[config.mk]
export PLATFORM = sky130hd
export DESIGN_NAME = x_pulse_conditioner
export DESIGN_NICKNAME = d
export VERILOG_FILES = /design/src/rtl/x_pulse_conditioner.sv
export SDC_FILE = /design/constraint.sdc
export NUM_CORES = 1
export LEC_CHECK = 0
export CORE_UTILIZATION = 40
export DETAILED_ROUTE_END_ITERATION = 8
export PLACE_DENSITY = 0.69
export REMOVE_ABC_BUFFERS = 1
export SLEW_MARGIN = 10
export SYNTH_ARGS = -nofsm -noshare
export SYNTH_HDL_FRONTEND = slang
export SYNTH_SLANG_ARGS = --single-unit
[constraint.sdc]
create_clock -name clk -period 1.5 [get_ports clk]
set_input_delay 0.3 -clock clk [delete_from_list [all_inputs] [get_ports clk]]
set_output_delay 0.3 -clock clk [all_outputs]
set_load 0.005 [all_outputs]
[src/rtl/x_pulse_conditioner.sv]
// x_pulse_conditioner: synchronizes and debounces a raw asynchronous level and
// produces a single-cycle registered advance strobe (x) per qualified press,
// plus the debounced level and a busy flag for status display.
// Optional build macro: AUTO_REPEAT_EN -- while the input stays held, x
// re-pulses every REPEAT_CYCLES cycles.
module x_pulse_conditioner #(
    parameter int DEBOUNCE_CYCLES = 8,
    parameter int REPEAT_CYCLES   = 32
) (
    input  logic clk,
    input  logic rst,
    input  logic raw_in,
    output logic x,
    output logic level,
    output logic busy
);

    localparam int CW = $clog2(DEBOUNCE_CYCLES) + 1;
    localparam logic [CW-1:0] CNT_LAST = CW'(DEBOUNCE_CYCLES - 1);

    // Elaboration-time guard on the legal parameter ranges
    if (DEBOUNCE_CYCLES < 1 || DEBOUNCE_CYCLES > 65535) begin : g_bad_debounce
        $error("DEBOUNCE_CYCLES out of range 1..65535");
    end
    if (REPEAT_CYCLES < 2 || REPEAT_CYCLES > 65535) begin : g_bad_repeat
        $error("REPEAT_CYCLES out of range 2..65535");
    end

    typedef enum logic [3:0] {
        IDLE         = 4'b0001,
        PRESS_WAIT   = 4'b0010,
        HELD         = 4'b0100,
        RELEASE_WAIT = 4'b1000
    } state_e;

    logic          sync1_q, sync2_q;
    state_e        state_q;
    logic [CW-1:0] cnt_q;
    logic          x_q, level_q, busy_q;
    logic          s;

`ifdef AUTO_REPEAT_EN
    localparam int RW = $clog2(REPEAT_CYCLES) + 1;
    localparam logic [RW-1:0] RPT_LAST = RW'(REPEAT_CYCLES - 1);
    logic [RW-1:0] rpt_q;
`endif

    assign s     = sync2_q;
    assign x     = x_q;
    assign level = level_q;
    assign busy  = busy_q;

    // Two-flop synchronizer bringing raw_in into the clk domain
    always_ff @(posedge clk or posedge rst) begin
        if (rst) begin
            sync1_q <= 1'b0;
            sync2_q <= 1'b0;
        end else begin
            sync1_q <= raw_in;
            sync2_q <= sync1_q;
        end
    end

    // Debounce FSM; outputs are registered alongside each transition. Abort on
    // s mismatch is tested before count completion in both wait states.
    always_ff @(posedge clk or posedge rst) begin
        if (rst) begin
            state_q <= IDLE;
            cnt_q   <= '0;
            x_q     <= 1'b0;
            level_q <= 1'b0;
            busy_q  <= 1'b0;
`ifdef AUTO_REPEAT_EN
            rpt_q   <= '0;
`endif
        end else begin
            x_q <= 1'b0;
            case (state_q)
                IDLE: begin
                    if (s) begin
                        state_q <= PRESS_WAIT;
                        cnt_q   <= '0;
                        busy_q  <= 1'b1;
                    end
                end
                PRESS_WAIT: begin
                    if (!s) begin
                        state_q <= IDLE;
                        cnt_q   <= '0;
                        busy_q  <= 1'b0;
                    end else if (cnt_q == CNT_LAST) begin
                        state_q <= HELD;
                        cnt_q   <= '0;
                        x_q     <= 1'b1;
                        level_q <= 1'b1;
                        busy_q  <= 1'b0;
`ifdef AUTO_REPEAT_EN
                        rpt_q   <= '0;
`endif
                    end else begin
                        cnt_q <= cnt_q + CW'(1);
                    end
                end
                HELD: begin
                    if (!s) begin
                        state_q <= RELEASE_WAIT;
                        cnt_q   <= '0;
                        busy_q  <= 1'b1;
                    end
`ifdef AUTO_REPEAT_EN
                    // Period counts from the last x pulse or HELD entry
                    else if (rpt_q == RPT_LAST) begin
                        x_q   <= 1'b1;
                        rpt_q <= '0;
                    end else begin
                        rpt_q <= rpt_q + RW'(1);
                    end
`endif
                end
                RELEASE_WAIT: begin
                    if (s) begin
                        // Release bounce: back to HELD without a new pulse
                        state_q <= HELD;
                        cnt_q   <= '0;
                        busy_q  <= 1'b0;
`ifdef AUTO_REPEAT_EN
                        rpt_q   <= '0;
`endif
                    end else if (cnt_q == CNT_LAST) begin
                        state_q <= IDLE;
                        cnt_q   <= '0;
                        level_q <= 1'b0;
                        busy_q  <= 1'b0;
                    end else begin
                        cnt_q <= cnt_q + CW'(1);
                    end
                end
                default: begin
                    state_q <= IDLE;
                    cnt_q   <= '0;
                    level_q <= 1'b0;
                    busy_q  <= 1'b0;
                end
            endcase
        end
    end

endmodule

==> results of run 1 <==
stage by stage:
stage               instance area [um^2]  hold WS, ns  setup TNS (ns)  cells
finish                              1010        0.335         -0.0306    127
CTS                                  968        0.354         -0.0385    125
floorplan                            742        0.176         -0.0370     76
global placement                     928        0.333         -0.0239    120
global route                        1010        0.366          -0.148    127
detailed placement                   928        0.340         -0.0678    120
synth_stat cells, drive strengths merged:
cell	count	area share, %
o22a	1	1.1
nand2	4	1.9
inv	3	1.5
a31o	1	1.1
dfstp	1	3.4
or4b	1	1.3
and2b	1	0.97
o311ai	1	1.1
nor2b	3	2.4
o21ai	3	1.9
a21o	1	0.97
nand3	6	3.9
o211ai	1	0.97
o2bb2a	1	1.3
xnor2	1	1.1
o21ba	1	1.3
nor4	1	0.81
ha	1	1.6
a21oi	5	3.7
a22oi	1	0.97
o31ai	1	0.97
nand2b	4	3.2
nor2	5	2.4
or3b	1	1.1
o21bai	2	1.9
o211a	1	1.3
nor3b	3	2.9
o32ai	1	1.1
buf	4	3.4
o41ai	2	2.3
dfrtp	12	39
nand3b	3	2.9
a21boi	1	0.97
and3b	2	2.4
clkbuf	1	0.49
layout by cell type, fill, tap and decap left out, drive strengths merged, types with 2 or more instances in the layout:
cell type,n
buf,17
dfrtp,12
nand3,6
nor2,5
clkdlybuf4s50,5
a21oi,5
nand2b,4
nand2,4
nand3b,3
nor2b,3
inv,3
clkbuf,3
nor3b,3
o21ai,3
o41ai,2
and3b,2
o21bai,2
power by group through the flow:
stage / clock (mW) / sequential, mW / combinational, mW
floorplan: 0 / 0.418 / 0.0986
detailed placement: 0 / 0.407 / 0.207
global route: 0.241 / 0.401 / 0.258
global placement: 0 / 0.406 / 0.205
CTS: 0.226 / 0.400 / 0.210
finish: 0.223 / 0.398 / 0.241
worst max path at each step:
stage,to
after CTS,cnt_q[3]$_DFFE_PP0P_
after global placement,cnt_q[3]$_DFFE_PP0P_
after global routing,cnt_q[3]$_DFFE_PP0P_
final,cnt_q[3]$_DFFE_PP0P_
after floorplan,cnt_q[3]$_DFFE_PP0P_
after detailed placement,cnt_q[3]$_DFFE_PP0P_
layer usage:
layer,up-vias,routed length (um)
li1,340,-
met1,335,808
met2,18,843
met3,5,59
met4,0,44
met5,-,0
sequential cells by signal, summed over array words and instances, names as in the netlist:
signal / flops
s: 1
x: 1
busy: 1
state_q: 4
sync1_q: 1
cnt_q: 4
level: 1
critical path, delay by kind of cell, from the launching register on:
family	cells	cell delay (ns)
flops	1	0.58
simple gates	1	0.39
compound gates	3	0.46
cells by family (layout without fill, tap and decap cells):
group / count (synthesis) / count (layout) / share of synthesized area [%]
and+or+nand+nor: 34 / 34 / 26.4
AOI/OAI and AO/OA: 24 / 24 / 23.2
DFF: 13 / 13 / 42.3
buffers and inverters: 8 / 29 / 5.35
adders and majority gates: 1 / 1 / 1.62
xor gates and xnor gates: 1 / 1 / 1.13
what timing repair did:
| action | in CTS | in global routing |
|---|---|---|
| setup endpoints to repair | 4 | 7 |
| buffers inserted | 1 | 2 |
| hold buffers | 0 | 0 |
| gates resized for setup | 2 | 7 |
| pin swaps | 0 | 2 |
final cells by class:
class | count | share of cell area, %
clock buffers | 3 | 2.24
clock inverters | 1 | 0.498
inverters | 3 | 1.12
multi-input cells | 60 | 42.9
flip-flops and latches | 13 | 32.5
well taps | 25 | 3.11
repair buffers | 22 | 17.7
==> flow_metrics.env, run 1 <==
export IMPL_routed_via_density=5.50
export IMPL_diodes=0
export IMPL_dp_slack_ns=-0.0678
export IMPL_cp_start_kind="register"
export IMPL_vias=698
export IMPL_status="finished with violations"
export IMPL_r2r_start="state_q[0]$_DFFE_PP1P_"
export IMPL_worstMarginPinSlew_ns=0.504
export IMPL_multiInputGateArea_um2=432
export IMPL_violations="setup timing"
export IMPL_grt_busiest_layer="met2"
export IMPL_p_per_area_nw_per_um2=858
export IMPL_fin_skew_ns=0.00247
export IMPL_cp_required_ns=1.68
export IMPL_port_buffers=5
export IMPL_n_fill_cell=173
export IMPL_clock_latency_ns=0.28
export IMPL_hold_viol=0
export IMPL_crit_start="state_q[0]$_DFFE_PP1P_"
export IMPL_grt_ovfl_total=0
export IMPL_htreeDepth=1
export IMPL_maxCapViolations=0
export IMPL_path_clk_slew_ns=0.08
export IMPL_synth_seq_cells=13
export IMPL_die_w_um=45.9
export IMPL_hpwl_um=1270
export IMPL_drt_iter0_markers=22
export IMPL_grt_setup_unrepaired="yes"
export IMPL_drive_gt1_share_pct=33.3
export IMPL_reg2regPathDepth=4
export IMPL_ys_warn_count=0
export IMPL_maxSlewHeadroom_pct=66.4
export IMPL_dieArea_um2=2110
export IMPL_r2r_setup_slack_ns=-0.03
export IMPL_finalSetupViolations=2
export IMPL_met1_usage_pct=26.5
export IMPL_grt_max_degree=14
export IMPL_use_met2_pct=30.1
export IMPL_hold_path_class="primary input to asynchronous set/reset pin"
export IMPL_comb_power_share_pct=27.9
export IMPL_setup_ws_ns=-0.0300
export IMPL_coreArea_um2=1760
export IMPL_synth_cell_types=39
export IMPL_endpoint_kind="register"
export IMPL_syn_area_um2=772
export IMPL_grt_pass1_vias=637
export IMPL_fin_crit_ns=1.53
export IMPL_slowest_stage="dfstp_2"
export IMPL_grt_pass1_wl_um=2840
export IMPL_io_pins=6
export IMPL_ant_nets=0
export IMPL_regArea_um2=327
export IMPL_crit_type="register to register"
export IMPL_nets=107
export IMPL_power_mw=0.863
export IMPL_critPathMaxStageDelay_ns=0.58
export IMPL_area_delta_synth_final_pct=30.3
export IMPL_rows=15
export IMPL_p_sw_share_pct=29.1
export IMPL_syn_instance_count=81
export IMPL_cts_buffer_depth=2
export IMPL_antenna_found_initial=0
export IMPL_gr_usage_met3_pct=3.97
export IMPL_syn_area_per_cell_um2=9.53
export IMPL_cts_buffers=3
export IMPL_synth_seq_area_share_pct=42.3
export IMPL_grt_use_total_pct=20.1
export IMPL_utilization_pct=57.0
export IMPL_place_congestion=0.804
export IMPL_arrival_ns=1.71
export IMPL_finalCritPeriodShare_pct=102
export IMPL_peakVddDrop_uv=669
export IMPL_clock_power_share_pct=25.9
export IMPL_path_cells="or3b_4 -> a21boi_2 -> o2bb2a_2 -> o41ai_1"
export IMPL_p_seq_share_pct=46.2
export IMPL_timing_fmax_ghz=0.654
export IMPL_power_leakage_nw=0.437
export IMPL_power_switching_mw=0.251
export IMPL_post_drt_wl_per_cell_um=13.8
export IMPL_die_h_um=45.9
export IMPL_p_int_mw=0.612
export IMPL_final_max_slew_viol_count=0
export IMPL_critPathMaxFanout=6
export IMPL_initial_core_util_pct=43.8
export IMPL_drc=0
export IMPL_cts_num_sinks=13
export IMPL_routed_wl_um=1760
export IMPL_dr_pass1_iters=4
export IMPL_clock_root_buffer="clkbuf_4"
export IMPL_reg2reg_to="cnt_q[3]$_DFFE_PP0P_"
export IMPL_cts_tree="built"
(Power assumes the default switching activity.)
==> run 2, diff against run 1 <==
- CTS_CLUSTER_SIZE: not set -> 24
- MAX_ROUTING_LAYER: not set -> met4
==> flow_metrics.env, run 2 (synthesized netlist as in run 1, its figures left out) <==
export IMPL_arrival_ns=1.72
export IMPL_drt_iter0_markers=13
export IMPL_grt_pass1_vias=633
export IMPL_placed_area_um2=928
export IMPL_reg_top3="cnt_q: 4 flops, state_q: 4 flops"
export IMPL_whs_ns=0.332
export IMPL_setup_tns_ns=-0.0324
export IMPL_dr_pass1_iters=4
export IMPL_critPathMaxFanout=6
export IMPL_grt_busiest_layer="met2"
export IMPL_area_delta_synth_final_pct=30.3
export IMPL_vias=694
export IMPL_peakVddDrop_uv=673
export IMPL_antenna_found_initial=0
export IMPL_power_leakage_nw=0.437
export IMPL_nets=107
export IMPL_fin_crit_ns=1.53
export IMPL_fin_area_um2=1010
export IMPL_grt_max_degree=14
export IMPL_finalCritPeriodShare_pct=102
export IMPL_place_congestion=0.815
export IMPL_routed_wl_um=1770
export IMPL_status="finished with violations"
export IMPL_grt_pass1_wl_um=2850
export IMPL_path_clk_slew_ns=0.09
export IMPL_maxSlewHeadroom_pct=66.5
export IMPL_hold_path_class="primary input to asynchronous set/reset pin"
export IMPL_grt_setup_unrepaired="yes"
export IMPL_hold_viol=0
export IMPL_initial_core_util_pct=43.8
export IMPL_violations="setup timing"
export IMPL_cts_buffers=3
export IMPL_routed_via_density=5.46
export IMPL_multiInputGateArea_um2=432
export IMPL_die_h_um=45.9
export IMPL_slowest_stage="dfstp_2"
export IMPL_critPathMaxStageDelay_ns=0.58
export IMPL_final_common_cell="buf_4"
export IMPL_timing_fmax_ghz=0.653
export IMPL_maxCapViolations=0
export IMPL_clock_root_buffer="clkbuf_4"
export IMPL_dieArea_um2=2110
export IMPL_cp_required_ns=1.68
export IMPL_p_per_area_nw_per_um2=860
export IMPL_die_w_um=45.9
export IMPL_path_cells="or3b_4 -> a21boi_2 -> o2bb2a_2 -> o41ai_1"
export IMPL_worstMarginPinSlew_ns=0.502
export IMPL_coreArea_um2=1760
export IMPL_setup_ws_ns=-0.0324
export IMPL_cts_buffer_depth=2
export IMPL_crit_type="register to register"
export IMPL_power_mw=0.865
export IMPL_cts_tree="built"
export IMPL_endpoint_kind="register"
export IMPL_hpwl_um=1270
export IMPL_drive_gt1_share_pct=33.3
export IMPL_n_fill_cell=173
export IMPL_grt_ovfl_total=0
export IMPL_clock_latency_ns=0.28
export IMPL_diodes=0
export IMPL_regArea_um2=327
export IMPL_grt_use_total_pct=20.8
export IMPL_port_buffers=5
export IMPL_post_drt_wl_per_cell_um=13.9
export IMPL_cp_start_kind="register"
export IMPL_met1_usage_pct=27.0
export IMPL_ant_nets=0
export IMPL_use_met2_pct=30.1
export IMPL_fin_skew_ns=0.00339
export IMPL_drc=0
export IMPL_finalSetupViolations=1
export IMPL_rows=15
export IMPL_final_max_slew_viol_count=0
export IMPL_mostFrequentLayoutCells="buf_4, dfrtp_1, nand3_1, nor2_1, clkdlybuf4s50_1"
export IMPL_cts_num_sinks=13
export IMPL_htreeDepth=1
export IMPL_gr_usage_met3_pct=3.57
export IMPL_io_pins=6
==> run 2: cell counts in the layout (fill, tap and decap cells not counted) <==
No cell type changed its count.
==> run 2: worst paths after layout <==
check | from | depth (start not counted) | slack, ns | endpoint
max | state_q[0]$_DFFE_PP1P_ | 4 | -0.03 | cnt_q[3]$_DFFE_PP0P_
min | rst | 2 | 0.33 | cnt_q[0]$_DFFE_PP0P_
max reg2reg | state_q[0]$_DFFE_PP1P_ | 4 | -0.03 | cnt_q[3]$_DFFE_PP0P_
min reg2reg | sync1_q$_DFF_PP0_ | 0 | 0.36 | s$_DFF_PP0_
max in group asynchronous | rst | 2 | 0.81 | state_q[0]$_DFFE_PP1P_
min in group clk | sync1_q$_DFF_PP0_ | 0 | 0.36 | s$_DFF_PP0_
==> run 2: repair_timing <==
| item | CTS | global route |
|---|---|---|
| hold endpoints to repair | 0 | 0 |
| endpoints found under the setup margin | 4 | 7 |
| gates resized for setup | 2 | 7 |
| setup buffers | 1 | 2 |
| pin swaps | 0 | 2 |
| hold buffers | 0 | 0 |
==> run 2: layout make-up <==
| type | count | area share [%] |
|---|---|---|
| Clock buffer | 3 | 2.24 |
| Clock inverter | 1 | 0.498 |
| Inverter | 3 | 1.12 |
| Multi-Input combinational cell | 60 | 42.9 |
| Sequential cell | 13 | 32.5 |
| Tap cell | 25 | 3.11 |
| Timing Repair Buffer | 22 | 17.7 |
==> run 2: critical path, delay by kind of cell (launching register included) <==
kind | cells | cell delay, ns
compound gates | 3 | 0.46
flops | 1 | 0.58
simple gates | 1 | 0.39
==> run 2: power by group <==
part | internal (mW) | leakage, nW | switching, mW
Combinational | 0.138 | 0.249 | 0.103
Clock | 0.0991 | 0.0177 | 0.127
Sequential | 0.375 | 0.171 | 0.0231
Total | 0.612 | 0.437 | 0.253
==> run 2: through the flow <==
stage	util, %	setup WS [ns]	cells
floorplan	-	-0.0370	76
global placement	52.6	-0.0239	120
detailed placement	52.6	-0.0678	120
CTS	54.9	-0.0385	125
global route	57.0	-0.0643	127
finish	57.0	-0.0324	127
==> run 2: routing by layer <==
layer,up-vias,wire length [um],share of wire (%)
met3,5,52,2.9
li1,340,-,-
met1,332,821,46
met4,0,44,2.5
met2,17,850,48
met5,-,0,0
==> run 3, diff against run 2 <==
- SLEW_MARGIN: 10 -> not set
==> results of run 3 <==
The final DEF is identical to that of run 2; final timing and power are the same.
